`src/rtl/alu_4bit.sv`:
```
// 4-bit MIPS-style ALU: AND/OR/ADD/SUB/SLT built from 1-bit cells plus a carry-lookahead unit.
// One clock of latency on every output except set, which is combinational so it can close the SLT loop.

module alu_cell (
  input  logic a_i,
  input  logic b_i,
  input  logic binv_i,
  input  logic c_i,
  output logic g_o,
  output logic p_o,
  output logic sum_o
);
  logic bx;

  always_comb begin
    bx    = binv_i ? ~b_i : b_i;
    // g and p double as the AND and OR function results.
    g_o   = a_i & bx;
    p_o   = a_i | bx;
    sum_o = a_i ^ bx ^ c_i;
  end
endmodule

module cla4 (
  input  logic [3:0] g_i,
  input  logic [3:0] p_i,
  input  logic       c0_i,
  output logic [4:0] c_o,
  output logic       gg_o,
  output logic       pg_o
);
  always_comb begin
    gg_o   = g_i[3]
           | (p_i[3] & g_i[2])
           | (p_i[3] & p_i[2] & g_i[1])
           | (p_i[3] & p_i[2] & p_i[1] & g_i[0]);
    pg_o   = &p_i;
    c_o[0] = c0_i;
    c_o[1] = g_i[0] | (p_i[0] & c0_i);
    c_o[2] = g_i[1] | (p_i[1] & g_i[0]) | (p_i[1] & p_i[0] & c0_i);
    c_o[3] = g_i[2] | (p_i[2] & g_i[1]) | (p_i[2] & p_i[1] & g_i[0])
           | (p_i[2] & p_i[1] & p_i[0] & c0_i);
    c_o[4] = gg_o | (pg_o & c0_i);
  end
endmodule

module alu_4bit (
  input  logic       clk,
  input  logic       rst_n,
  input  logic [3:0] a,
  input  logic [3:0] b,
  input  logic       cin,
  input  logic       less,
  input  logic [2:0] op,
  output logic [3:0] result,
  output logic       cout,
  output logic       G,
  output logic       P,
  output logic       set,
  output logic       overflow,
  output logic       zero
);
  logic [3:0] g_w;
  logic [3:0] p_w;
  logic [3:0] sum_w;
  logic [4:0] c_w;
  logic       gg_w;
  logic       pg_w;
  logic       ovf_w;

  logic [3:0] result_d, result_q;
  logic       cout_q, g_q, p_q, ovf_q, zero_q;
  logic       zero_d;

  for (genvar i = 0; i < 4; i++) begin : g_cell
    alu_cell u_cell (
      .a_i    (a[i]),
      .b_i    (b[i]),
      .binv_i (op[2]),
      .c_i    (c_w[i]),
      .g_o    (g_w[i]),
      .p_o    (p_w[i]),
      .sum_o  (sum_w[i])
    );
  end

  cla4 u_cla (
    .g_i  (g_w),
    .p_i  (p_w),
    .c0_i (cin),
    .c_o  (c_w),
    .gg_o (gg_w),
    .pg_o (pg_w)
  );

  always_comb begin
    ovf_w = c_w[4] ^ c_w[3];
    // Correcting the sign bit with overflow keeps SLT right when a-b overflows.
    set   = sum_w[3] ^ ovf_w;
    result_d = 4'b0000;
    case (op[1:0])
      2'b00:   result_d = g_w;
      2'b01:   result_d = p_w;
      2'b10:   result_d = sum_w;
      default: result_d = {3'b000, less};
    endcase
    zero_d = ~|result_d;
  end

  always_ff @(posedge clk or negedge rst_n) begin
    if (!rst_n) begin
      result_q <= 4'b0000;
      cout_q   <= 1'b0;
      g_q      <= 1'b0;
      p_q      <= 1'b0;
      ovf_q    <= 1'b0;
      zero_q   <= 1'b0;
    end else begin
      result_q <= result_d;
      cout_q   <= c_w[4];
      g_q      <= gg_w;
      p_q      <= pg_w;
      ovf_q    <= ovf_w;
      zero_q   <= zero_d;
    end
  end

  assign result   = result_q;
  assign cout     = cout_q;
  assign G        = g_q;
  assign P        = p_q;
  assign overflow = ovf_q;
  assign zero     = zero_q;
endmodule

```
`config.mk`:
```
export PLATFORM = sky130hd
export DESIGN_NAME = alu_4bit
export DESIGN_NICKNAME = d
export VERILOG_FILES = /design/src/rtl/alu_4bit.sv
export SDC_FILE = /design/constraint.sdc
export NUM_CORES = 1
export LEC_CHECK = 0
export CORE_MARGIN = 2
export CORE_UTILIZATION = 38
export CTS_CLUSTER_SIZE = 40
export DETAILED_ROUTE_END_ITERATION = 16
export GPL_ROUTABILITY_DRIVEN = 0
export PLACE_DENSITY = 0.73
export RECOVER_POWER = 100
export SETUP_SLACK_MARGIN = 0.2
export SYNTH_ARGS = -nofsm -noshare
export SYNTH_HDL_FRONTEND = slang
export SYNTH_SLANG_ARGS = --single-unit
```
`constraint.sdc`:
```
create_clock -name clk -period 2.15 [get_ports clk]
set_input_delay 0.5375 -clock clk [delete_from_list [all_inputs] [get_ports clk]]
set_output_delay 0.5375 -clock clk [all_outputs]
set_load 0.01 [all_outputs]
```
==> results of run 1 <==
worst max-delay path by stage:
stage               slack (ns)  endpoint
finish                   -0.26       set
global route             -0.31       set
CTS                      -0.30       set
detailed placement       -1.22       set
global placement         -1.20       set
floorplan                -0.02       set
layer usage:
metal	up-vias	track usage (%)	share of wire, %
met3	6	1.19	3.3
met1	357	18.8	36
met2	31	42.3	58
li1	360	-	-
met4	0	9.71	2.5
met5	-	0	0
synthesized netlist by cell type (2+ instances only):
cell type | instances | share of area, %
xor2_1 | 4 | 5.3
ha_1 | 6 | 11
nand2b_1 | 3 | 2.8
nor4_1 | 2 | 1.9
xnor2_1 | 2 | 2.6
o21ai_0 | 5 | 3.8
inv_1 | 8 | 4.5
nor2_1 | 6 | 3.4
dfrtp_1 | 9 | 34
nand2_1 | 5 | 2.8
worst max-delay path, cell delays in order:
cell and delay (ns):
clkdlybuf4s15_1 0.28, ha_4 0.24, inv_2 0.06, nand2_1 0.08, a311o_1 0.41, xnor2_2 0.14, buf_2 0.13
power by group through the flow:
stage | combinational (mW) | sequential, mW | clock [mW]
floorplan | 0.121 | 0.216 | 0
global placement | 0.296 | 0.202 | 0
detailed placement | 0.303 | 0.202 | 0
CTS | 0.370 | 0.199 | 0.125
global route | 0.438 | 0.201 | 0.132
finish | 0.409 | 0.199 | 0.123
what timing repair did:
item / 4_1_cts / 5_1_grt
setup endpoints to repair: 10 / 6
cloned: 0 / 0
pin swaps: 15 / 7
setup buffers: 14 / 0
resized for setup: 51 / 15
cell families (layout without fill, tap and decap cells):
family / after synthesis / count (layout) / share of synthesized area (%)
and+or+nand+nor: 21 / 21 / 17.5
AOI/OAI and AO/OA: 13 / 13 / 15.6
DFF: 9 / 9 / 33.9
buffers and inverters: 9 / 73 / 5.08
adders and majority gates: 7 / 7 / 14.3
xor gates and xnor gates: 7 / 7 / 10.4
muxes: 2 / 2 / 3.20
cell type report:
type	instances	area, um^2
multi-input combinational	50	579
fill	100	295
clock buffer	4	26.3
timing repair buffer	61	512
inverter	8	30.0
tap	17	21.3
sequential	9	225
registers in the layout, indices dropped and copies added (netlist names):
register and flops:
G 1, P 1, cout 1, overflow 1
result 4, zero 1
per-stage QoR:
step | power (mW) | cells | hold slack (ns)
4_1_cts | 0.694 | 149 | 0.575
2_1_floorplan | 0.337 | 68 | 0.242
3_5_place_dp | 0.505 | 131 | 0.843
5_1_grt | 0.770 | 149 | 0.678
3_3_place_gp | 0.498 | 131 | 0.837
6_report | 0.730 | 149 | 0.634
==> summary.txt, run 1 <==
Clock network
  • Clock buffer depth: 2
  • # H-tree levels: 1
  • CTS tree: built
  • # hold bufs at CTS: 0
  • Clock-pin slew on the worst setup and hold paths: 0.06 ns
  • CTS Root Cell: clkbuf_4
  • CTS Buf Count: 3
  • CTS sink count: 9

Synth
  • Yosys warnings: 0
  • Sequential-to-total area share from yosys stat: 33.9%
  • Post-Syn Nets: 90
  • Number of synthesized flops with an enable pin: 0
  • Async S/R FF share, synth: 100%
  • Yosys cell types: 28
  • Synth Register Bits: 9
  • Avg Inst Size Synth: 9.77 um^2
  • Most common flop cell mapped by yosys: dfrtp_1
  • Synth Cell Area: 664 um^2
  • Syn Inst Count: 68

Route
  • Vias per cell: 5.06
  • DR DRC count: 0
  • DRT iter0 DRCs: 5
  • Routed wire length per instance: 13.8 um
  • Antenna Nets Post-Route: 0
  • Detailed-route via count: 754
  • Routed WL: 2060 um
  • Pre-antenna DRT Iters: 4

Floorplanning
  • Die area: 0.00210 mm^2
  • Chip width: 45.8 um
  • Initial core utilization: 39.3%
  • Chip height: 45.8 um
  • Core Rows: 15
  • I/O pins: 25
  • Area of the core: 0.00169 mm^2

Cells and area
  • Post-layout util: 82.5%
  • Fin area: 0.00139 mm^2
  • Most frequent cells in the layout: buf_4 (35), clkdlybuf4s50_1 (12), dfrtp_1 (9)
  • Ratio of cells with drive above 1 in the final layout: 56.1%
  • Final antenna diode count: 0
  • Commonest non-fill, non-tap cell in the layout: buf_4
  • Area grow syn2layout: 110%
  • Nets@finish: 155

Status
  • Failing checks: negative setup slack
  • Status: finished with violations

Critical path
  • Crit path launch: a[2]
  • Worst-path maximum fanout: 3
  • Worst EP arrival: 1.88 ns
  • CP Capture Type: output pin
  • Critical path class: input port to output pin
  • Data required time of the worst path: 1.61 ns
  • CP startpoint kind: input port

STA
  • Relative slew slack: 75.2%
  • Final Hold Fails: 0
  • Crit share post-route: 112%
  • Setup_tns: -0.516 ns
  • Unrepaired setup endpoints after global routing: yes
  • Final min period: 2.41 ns
  • Final setup fails: 2
  • Count of pins over their slew limit: 0
  • Final worst setup slack: -0.263 ns
  • Actual slew at the worst max-slew pin: 0.371 ns
  • Fmax: 0.414 GHz

Global routing
  • Total track usage: 20.1%
  • Wire length of the first global-routing pass: 2980 um
  • Vias in the first global route: 727
  • Total grt overflow: 0
  • Antenna violations before repair: 0
  • Largest net degree at the start of global routing: 10

Power
  • Clock Power Share: 16.8%
  • Max VDD drop: 0.000271 V
  • Sequential fraction of design power: 27.2%
  • Leakage power: 0.647 nW
  • Switching Fraction: 31.3%
  • P per Cell Area: 524 mW/mm^2
  • Pint: 502 uW
  • Comb power frac: 56.0%
  • Sw Pwr: 229 uW

Min path
  • Worst Hold Class: input port to async pin

Flow run
  • Max cap viols: 0

Place
  • Dpl ws: -1.22 ns
  • Port Buffers: 24
  • Placed cell area: 0.00112 mm^2
  • Detailed placement HPWL: 1350 um
Note: power is estimated with default switching activity, not from simulation.
==> run 2, diff against run 1 <==
CAP_MARGIN = 20   (was default)
==> results of run 2 <==
No change in the layout: final DEF, timing and power equal those of run 1.
==> run 3, diff against run 2 <==
SKIP_LAST_GASP = 1   (was default)
SYNTH_HIERARCHICAL = 1   (was default)
==> run 3 against run 2 <==
The run still ends with negative setup slack left. Global-route usage fell by 6.2 points. Area after synthesis increased by 0.75%. Critical endpoint unchanged. Maximum frequency shrank 7.3%.
==> summary.txt, run 3 <==
Clock network
  • Clock buffer depth: 2 (unchanged)
  • CTS sink count: 9 (unchanged)
  • CTS Buf Count: 3 (unchanged)
  • CTS tree: built
  • Clock-pin slew on the worst setup and hold paths: 0.05 ns (about the same)
  • # H-tree levels: 1 (unchanged)
  • CTS Root Cell: clkbuf_4
  • # hold bufs at CTS: 0 (unchanged)

Global routing
  • Total grt overflow: 0 (unchanged)
  • Wire length of the first global-routing pass: 2170 um (-27%)
  • Largest net degree at the start of global routing: 10 (unchanged)
  • Total track usage: 13.9% (-6.2 points)
  • Antenna violations before repair: 0 (unchanged)
  • Vias in the first global route: 567 (-22%)

Place
  • Detailed placement HPWL: 1080 um (-20%)
  • Placed cell area: 0.00103 mm^2 (-8.1%)
  • Port Buffers: 24 (unchanged)
  • Dpl ws: -1.27 ns (-0.0515 ns)

STA
  • Actual slew at the worst max-slew pin: 0.370 ns (-0.00120 ns)
  • Setup_tns: -0.452 ns (+0.0641 ns)
  • Final worst setup slack: -0.452 ns (-0.189 ns)
  • Final min period: 2.60 ns (+0.189 ns)
  • Final Hold Fails: 0 (unchanged)
  • Count of pins over their slew limit: 0 (unchanged)
  • Crit share post-route: 121% (+8.8 points)
  • Relative slew slack: 75.3% (+0.080 points)
  • Fmax: 0.384 GHz (-7.3%)
  • Unrepaired setup endpoints after global routing: yes
  • Final setup fails: 1 (-1)

Route
  • Routed wire length per instance: 11.6 um (-16%)
  • Detailed-route via count: 616 (-18%)
  • Pre-antenna DRT Iters: 4 (unchanged)
  • Vias per cell: 4.81 (-4.9%)
  • DR DRC count: 0 (unchanged)
  • Routed WL: 1490 um (-28%)
  • Antenna Nets Post-Route: 0 (unchanged)
  • DRT iter0 DRCs: 7 (+2)

Critical path
  • Critical Path, Cell by Cell: buf_6, buf_12, xnor2_2, ha_2, inv_2, a21o_1, a31o_4, xor2_2, xor2_1, buf_2
  • Worst-path maximum fanout: 8 (+5)
  • Data required time of the worst path: 1.61 ns (about the same)
  • Worst EP arrival: 2.06 ns (+0.18 ns)
  • CP startpoint kind: input port
  • CP max stage delay: 0.27 ns (-0.14 ns)
  • Crit path launch: op[2]
  • CP delay by family, top: compound AO/OA/AOI/OAI gates
  • Critical path class: input port to output pin
  • CP Capture Type: output pin
  • Cell at the slowest stage of the critical path: a31o_4
  • CP bufs+invs: 4 (+1)

Floorplanning
  • I/O pins: 25 (unchanged)
  • Core Rows: 15 (unchanged)
  • Initial core utilization: 39.6% (+0.30 points)
  • Chip width: 46.0 um (+0.34%)
  • Chip height: 46.0 um (+0.34%)
  • Area of the core: 0.00169 mm^2 (unchanged)
  • Die area: 0.00211 mm^2 (+0.68%)

Power
  • Leakage power: 0.588 nW (-9.1%)
  • Max VDD drop: 0.000246 V (-9.1%)
  • P per Cell Area: 563 mW/mm^2 (+7.4%)

Cells and area
  • Nets@finish: 135 (-13%)
  • Ratio of cells with drive above 1 in the final layout: 49.5% (-6.5 points)
  • Max FFs per register: 4 (unchanged)
  • Final antenna diode count: 0 (unchanged)
  • Fin area: 0.00121 mm^2 (-13%)
  • Commonest non-fill, non-tap cell in the layout: buf_4
  • Area grow syn2layout: 81.3%
  • Most frequent cells in the layout: buf_4 (20), clkdlybuf4s50_1 (13), dfrtp_1 (9)

Synth
  • Compound-Gate Fraction of Synth Area: 12.1% (-3.5 points)
  • Simple-Gate Fraction of Synth Area: 4.67% (-13 points)
  • Yosys warnings: 6 (+6)
  • Synth Register Bits: 9 (unchanged)
  • Yosys top cell by area: dfrtp_1
  • Multiplexer share of the synthesized area: 7.85% (+4.6 points)
  • Synth top area share: 33.6% (-0.25 points)
  • Yosys cell types: 19 (-32%)
  • Adder-cell share of the synthesized area: 15.0% (+0.64 points)
  • Post-synthesis xor/xnor area fraction: 18.3% (+8.0 points)
  • Avg Inst Size Synth: 10.8 um^2 (+11%)
  • Syn Inst Count: 62 (-8.8%)
  • Sequential-to-total area share from yosys stat: 33.6% (-0.25 points)
  • Most common flop cell mapped by yosys: dfrtp_1
  • Async S/R FF share, synth: 100% (unchanged)
  • Commonest cells post-synth: inv_1 (10), xor2_1 (10), dfrtp_1 (9)
  • Number of synthesized flops with an enable pin: 0 (unchanged)
  • Synth top area cells: dfrtp_1 (34%), ha_1 (15%), xor2_1 (13%)
  • Post-Syn Nets: 85 (-5.6%)
  • Largest family of logic cells by synthesized area: XOR/XNOR gates
  • Synth Cell Area: 669 um^2 (+0.75%)

Status
  • Status: finished with violations
  • Failing checks: negative setup slack

Min path
  • Worst Hold Class: input port to async pin

Flow run
  • Max cap viols: 0 (unchanged)
## run 3: cell families (layout without fill, tap and decap cells)
family	after synthesis	after routing
xor+xnor	14	14
fa+ha+maj	8	8
buf+inv	12	61
simple gates	4	4
mux	4	4
compound gates	11	11
flops	9	9
## run 3: worst paths after layout
check,to,depth (start not counted)
worst max-delay path,set,10
worst min-delay path,result[3],1
max in group asynchronous,G,1
min in group clk,result[2],5
## run 3: repair_timing
action	CTS	global route
buffers inserted	5	3
resized for setup	42	10
pin swaps	11	6
gates cloned	0	0
setup endpoints to repair	7	3
## run 3: per-stage QoR
step | hold slack, ns | power, mW | cells | utilization [%]
after floorplan | 0.242 | 0.345 | 62 | -
after global placement | 0.835 | 0.513 | 116 | 61.0
after detailed placement | 0.839 | 0.518 | 116 | 61.0
after CTS | 0.576 | 0.659 | 125 | 68.1
after global routing | 0.684 | 0.718 | 128 | 71.9
final | 0.641 | 0.683 | 128 | 71.9
## run 3: metal layers
metal / up-vias / track usage (%) / wire length, um
li1: 303 / - / -
met1: 291 / 13.8 / 542
met2: 22 / 29.4 / 880
met3: 0 / 1.19 / 69
met4: 0 / 3.43 / 0
met5: - / 0 / 0
## run 3: cell type report
cell class / instances / area (um^2)
Multi-Input combinational cell: 41 / 483
Fill cell: 125 / 475
Timing Repair Buffer: 47 / 415
Sequential cell: 9 / 225
Inverter: 10 / 42.5
Clock buffer: 4 / 26.3
Tap cell: 17 / 21.3
## run 3: power breakdown
part	internal [mW]	total (mW)	leakage (nW)	switching (mW)
logic	0.212	0.362	0.464	0.150
clock network	0.0707	0.118	0.0150	0.0472
registers	0.198	0.204	0.109	0.00602
total	0.480	0.683	0.588	0.203
